--- src/rtl/pipe_stage_skid_reg.sv ---
// Handshaked pipeline stage register with an optional skid entry, stall/flush
// handling, occupancy report and a saturating bubble counter.
module pipe_stage_skid_reg #(
    parameter int DATA_W    = 140,
    parameter int STALL_W   = 6,
    parameter int STALL_BIT = 2,
    parameter int SKID      = 1,
    parameter int CNT_W     = 16
) (
    input  logic               clk_in,
    input  logic               rst_in,
    input  logic               rdy_in,
    input  logic               flush_in,
    input  logic [STALL_W-1:0] stall_in,
    input  logic               up_valid_in,
    input  logic [DATA_W-1:0]  up_data_in,
    output logic               up_ready_out,
    output logic               dn_valid_out,
    output logic [DATA_W-1:0]  dn_data_out,
    input  logic               dn_ready_in,
    output logic [1:0]         occupancy_out,
    output logic [CNT_W-1:0]   bubble_cnt_out
);

    typedef enum logic [1:0] {
        EMPTY = 2'd0,
        ONE   = 2'd1,
        FULL  = 2'd2
    } state_t;

    state_t            state;
    logic [DATA_W-1:0] out_data;
    logic [DATA_W-1:0] skid_data;
    logic [CNT_W-1:0]  bubble_cnt;

    logic hold;
    logic next_hold;
    logic eff_dn_ready;
    logic out_valid;
    logic skid_valid;
    logic room;
    logic up_fire;
    logic dn_fire;
    logic unused_stall;

    assign hold         = stall_in[STALL_BIT];
    assign next_hold    = stall_in[STALL_BIT+1];
    assign unused_stall = ^stall_in;
    assign eff_dn_ready = dn_ready_in & ~next_hold;
    assign out_valid    = (state != EMPTY);
    assign skid_valid   = (state == FULL);

    // With a skid entry ready only looks at local state, breaking the path from dn_ready_in.
    always_comb begin
        room = 1'b0;
        if (SKID != 0)
            room = ~skid_valid;
        else
            room = ~out_valid | eff_dn_ready;
        up_ready_out = rst_in & rdy_in & ~hold & room;
    end

    assign up_fire = up_valid_in & up_ready_out;
    assign dn_fire = out_valid & eff_dn_ready;

    // Entries are zeroed whenever they become invalid, so dn_data_out is zero when not valid.
    always_ff @(posedge clk_in or negedge rst_in) begin
        if (!rst_in) begin
            state      <= EMPTY;
            out_data   <= '0;
            skid_data  <= '0;
            bubble_cnt <= '0;
        end else if (rdy_in) begin
            if (flush_in) begin
                state     <= EMPTY;
                out_data  <= '0;
                skid_data <= '0;
            end else begin
                if (!out_valid && eff_dn_ready && bubble_cnt != '1)
                    bubble_cnt <= bubble_cnt + CNT_W'(1);
                case (state)
                    EMPTY: begin
                        if (up_fire) begin
                            state    <= ONE;
                            out_data <= up_data_in;
                        end
                    end
                    ONE: begin
                        if (up_fire && dn_fire) begin
                            out_data <= up_data_in;
                        end else if (up_fire && SKID != 0) begin
                            state     <= FULL;
                            skid_data <= up_data_in;
                        end else if (dn_fire) begin
                            state    <= EMPTY;
                            out_data <= '0;
                        end
                    end
                    FULL: begin
                        if (dn_fire) begin
                            state     <= ONE;
                            out_data  <= skid_data;
                            skid_data <= '0;
                        end
                    end
                    default: begin
                        state     <= EMPTY;
                        out_data  <= '0;
                        skid_data <= '0;
                    end
                endcase
            end
        end
    end

    assign dn_valid_out   = out_valid;
    assign dn_data_out    = out_data;
    assign occupancy_out  = state;
    assign bubble_cnt_out = bubble_cnt;

endmodule

--- config.mk ---
export PLATFORM = sky130hd
export DESIGN_NAME = pipe_stage_skid_reg
export DESIGN_NICKNAME = d
export VERILOG_FILES = /design/src/rtl/pipe_stage_skid_reg.sv
export SDC_FILE = /design/constraint.sdc
export NUM_CORES = 1
export LEC_CHECK = 0
export ABC_AREA = 1
export CAP_MARGIN = 20
export CORE_MARGIN = 2
export CORE_UTILIZATION = 54
export CTS_BUF_LIST = sky130_fd_sc_hd__clkbuf_8
export DETAILED_ROUTE_END_ITERATION = 16
export GPL_TIMING_DRIVEN = 0
export PLACE_DENSITY = 0.81
export SYNTH_ARGS = -nofsm -noshare
export SYNTH_HDL_FRONTEND = slang
export SYNTH_SLANG_ARGS = --single-unit
--- constraint.sdc ---
create_clock -name clk_in -period 2.6 [get_ports clk_in]
set_clock_uncertainty 0.1 [all_clocks]
set_input_delay 0.26 -clock clk_in [delete_from_list [all_inputs] [get_ports clk_in]]
set_output_delay 0.26 -clock clk_in [all_outputs]
set_load 0.02 [all_outputs]
; Word-level counts from Yosys, hierarchy flattened
; Cells that the tools add are included.
[classes]
bitwise_logic = 10
n_reduce_logical = 10
addsub = 1
muxes = 17
eq_ne = 11
[ops]
columns = op, count
row1 = two-way mux 140 bit, 8
row2 = one-hot mux 140 bit (3 select lines), 2
row3 = adder 16 x 1 -> 16 bit (second input constant), 1
row4 = inequality test 16 bit (second input constant), 1
row5 = AND reduction 5 bit, 3
row6 = two-way mux 2 bit, 6
row7 = inequality test 4 bit (second input constant), 3
row8 = inequality test 3 bit (second input constant), 3
row9 = bitwise AND 1 bit, 6
row10 = one-hot mux 2 bit (3 select lines), 1
row11 = NOT 1 bit, 4
row12 = logical AND 1 bit, 3
row13 = inequality test 3 x 2 -> 1 bit (second input constant), 1
row14 = AND reduction 3 bit, 1
row15 = == test 2 x 1 -> 1 bit (second input constant), 1
row16 = == test 2 bit (second input constant), 1
row17 = zero test 2 bit, 1
row18 = inequality test 2 bit (second input constant), 1
row19 = nonzero test 2 bit, 1
row20 = zero test 1 bit, 1
[word_totals]
output_inout_bits = 160
regBits = 298

; Logic depth before layout (Yosys ltp)
[depth]
ltp_word = 8
depth_mapped = 11
ltp_nobuf = 10

; Worst setup path before layout
; No wires, ideal clock.
[synth_timing]
path_kind = flip-flop to flip-flop
from = reg bubble_cnt[0] (netlist: bubble_cnt_out[0])
to = reg bubble_cnt[0] (netlist: bubble_cnt_out[0])
arrival_ns = 1.822
path_stages_with_launch = 11
synth_period_minus_slack_ns = 2.040
path_slack_ns = 0.560
setup_time_ns = 0.118
n_path_buf = 0
cell_sequence = dfrtp_1 -> ha_1 -> nand3_1 -> inv_1 -> nand2_1 -> nor2_1 -> nand3b_1 -> nand2_1 -> clkinv_1 -> nand2_1 -> nand2_1
[synth_between]
elab_chain_len = 3
[synth_rtl]
columns = item, line
row1 = from (decl), 34  ; logic [CNT_W-1:0] bubble_cnt;
row2 = from (signal assigned), 80  ; bubble_cnt <= bubble_cnt + CNT_W'(1);
row3 = branches (longest 3 deep; another with adder 16 x 1 -> 16 bit), --
; Parallel ways; which one is timed is not known.
; A chain may end at the register's enable or synchronous reset.

; Final worst setup path
[layout_timing]
from = reg state[1] (netlist: occupancy_out[1])
to = out dn_valid_out
[layout_between]
elab_chain_len = 1
[layout_rtl]
columns = item, line
row1 = from (decl), 31  ; state_t state;
row2 = from (signal assigned), 69  ; state <= EMPTY;
row3 = from (signal assigned), 75  ; state <= EMPTY;
row4 = from (signal assigned), 84  ; state <= ONE;
row5 = nonzero test 2 bit, 50  ; assign out_valid = (state != EMPTY);
row6 = to (decl), 18  ; output logic dn_valid_out,
; Every way passes these cells.

==> reports/metrics.yaml <==
outcome:
  status: "finished with violations"
  failed_checks: "negative hold slack"
floorplan:
  fp.dieH_um: 177
  die-area_um2: 31400
  rows: 63
  core_area_um2: 29600
  initial_utilization_pct: 54.7
  io_pins: 312
  fp.dieW_um: 177
final_layout:
  nFillCells: 2516
  area.sequential_um2: 7460
  syn2layout_area_growth_pct: 30.1
  nets: 2923
  fin_area_um2: 21100
  drive_gt1_share_pct: 6.06
  multiInputGateArea_um2: 7320
timing:
  worst_slew_pin_slew_ns: 0.758
  fin_crit_ns: 2.48
  slew_headroom_pct: 49.3
  setup_viol: 0
  hold_ws_ns: -0.536
  period_share_pct: 95.4
  rsz0062_at_grt: "no"
  hold_viol: 103
  slew_viol_final: 0
  fmax_ghz: 0.403
  fin_ws_ns: 0.119
synth:
  synth_mux_area_share_pct: 0
  synth_compound_area_share_pct: 6.49
  synth_top_area_share_pct: 46.0
  synth_adder_area_share_pct: 0.0772
  synth_top_cells_by_count: "nand2_1, nor2_1, dfrtp_1, inv_1, nand3_1"
  synth_top_area_cell: "dfrtp_1"
  synth-seq-cells: 298
  synth_edf_count: 0
  synth-seq-area-share_pct: 46.0
  syn_area_um2: 16200
  synth_area_leaders: "dfrtp_1, nand2_1, nor2_1"
  synthArstFlopShare_pct: 100
  syn_inst: 2403
  yosysMostFrequentCell: "nand2_1"
  synth-simple-area-share_pct: 37.8
  syn_avg_cell_area_um2: 6.75
  synthFlopType: "dfrtp_1"
  yosysUniqueCellTypes: 25
  synth_top_family_by_area: "simple AND/OR/NAND/NOR gates"
  yosysWarningCount: 0
  synthXorXnorAreaFrac_pct: 0.594
  synth_nets: 2556
critical_path:
  path_class: "register to output pin"
  worstPathRequired_ns: 2.24
  crit_path_top_delay_cell: "dfrtp_1"
  end_kind: "output pin"
  path_cells: "buf_2 > inv_1 > nand2_1 > buf_4 > clkbuf_4 > clkdlybuf4s15_1"
  worstSetupStartpointType: "register"
  worstPathArrival_ns: 2.12
  crit_fanout: 10
  slowest_delay_ns: 0.34
cts:
  cts_sinks: 298
  cts_buffer_depth: 3
  numCtsBuffers: 51
  path_clk_slew_ns: 0.06
  clock_latency_ns: 0.58
  cts_htree_levels: 2
  cts_tree: "built"
  cts-root-buf: "clkbuf_8"
  hold_buffers: 2
power:
  vdd_drop_max_v: 0.000471
  p_leak_uw: 0.0110
  pwr_density_cell_nw_per_um2: 833
detailed_routing:
  drtAntennaViolNets: 0
  post-route-drc-count: 0
  post_drt_wl_per_cell_um: 15.8
  viasPerCell: 5.24
  wirelength_um: 50600
  dr.pass1.iters: 5
  drtIter0Drc: 1270
  routed-via-count: 16800
placement:
  preCtsSetupSlack_ns: -1.35
  dpl.hpwl_um: 36100
  place_area_um2: 19800
  portBuffers: 307
  gp_congestion: 0.887
min_path:
  hp-class: "input pin to asynchronous set/reset pin"
grt:
  antenna_found_initial: 9
  overflow: 0
  grt_max_degree: 106
  grt_pass1_wl_um: 81000
  grt_usage_pct: 32.2
  grt_pass1_vias: 16100
run:
  max_cap_viol_count: 0
==> power breakdown <==
group | leakage [µW] | switching, µW | internal [µW]
Clock | 0.000611 | 1930 | 2480
Sequential | 0.00403 | 653 | 5670
Combinational | 0.00631 | 4120 | 2710
Total | 0.0110 | 6710 | 10900
==> registers in the layout, indices dropped and copies added, names as in the netlist <==
name / flops
dn_data_out: 140
skid_data: 140
bubble_cnt_out: 16
occupancy_out: 2
==> through the flow <==
step	setup TNS (ns)	power [µW]	std cells	utilization [%]
finish	0	17600	3203	71.2
global route	0	18600	3203	71.2
CTS	0	17600	3196	71.1
detailed placement	-317.90	13100	3102	66.9
global placement	-6614.59	12900	3100	66.7
floorplan	0	10100	2403	-
==> worst paths after layout <==
| path | startpoint | to | slack [ns] | cells after the start |
|---|---|---|---|---|
| setup reg to reg | occupancy_out[1] | dn_data_out[71] | 0.15 | 9 |
| hold reg to reg | skid_data[67] | skid_data[67] | 0.37 | 2 |
| min in group clk_in | up_data_in[119] | dn_data_out[119] | 0.24 | 5 |
| setup / recovery | occupancy_out[1] | dn_valid_out | 0.12 | 6 |
| hold / removal | rst_in | bubble_cnt_out[2] | -0.54 | 1 |
| max in group asynchronous | rst_in | occupancy_out[0] | 1.22 | 3 |
==> cell usage in the layout (no fill, tap or decap), types with 3 or more instances in the layout <==
cell type / n
o21ai_0: 132
buf_16: 4
nand3_1: 162
buf_2: 45
xor2_1: 4
nand2_1: 1021
clkbuf_1: 78
nand2_2: 4
dfrtp_1: 297
xnor2_1: 7
nor2_4: 3
buf_4: 13
nor3_1: 5
o21bai_1: 50
clkbuf_2: 10
clkbuf_8: 74
diode_2: 7
nor2_2: 4
clkdlybuf4s50_1: 304
nand4_1: 34
buf_1: 5
nor2_1: 307
inv_1: 225
==> layer usage <==
| layer | track usage (%) | vias up | wire length (µm) |
|---|---|---|---|
| met1 | 41.7 | 7832 | 20800 |
| met2 | 51.5 | 695 | 23200 |
| met5 | 0 | - | 37 |
| met3 | 6.98 | 150 | 4140 |
| met4 | 15.6 | 6 | 2450 |
| li1 | - | 8099 | - |
==> kinds of logic after synthesis <==
family,count (synthesis)
and+or+nand+nor,1543
AOI/OAI and AO/OA,184
xor gates and xnor gates,11
buffers and inverters,366
DFF,298
adders and majority gates,1
==> critical path, delay by kind of cell, from the launching register on <==
| kind | cells | cell delay (ns) |
|---|---|---|
| buffers and inverters | 5 | 1.11 |
| DFF | 1 | 0.34 |
| and+or+nand+nor | 1 | 0.09 |
==> layout make-up <==
cell class | instances | share of cell area [%]
clock buffer | 74 | 4.83
timing repair buffer | 315 | 15.4
sequential | 298 | 35.4
tap | 390 | 2.31
buffer | 150 | 3.22
clock inverter | 15 | 0.273
multi-input combinational | 1739 | 34.7
inverter | 215 | 3.86
antenna | 7 | 0.0830
==> timing repair <==
item	in CTS	in global routing
hold endpoints to repair	115	103
setup endpoints to repair	284	139
pin swaps	1	0
resized for setup	19	18
buffers inserted	3	0
cloned	1	0
No activity file was read; power rests on OpenSTA's default activity.
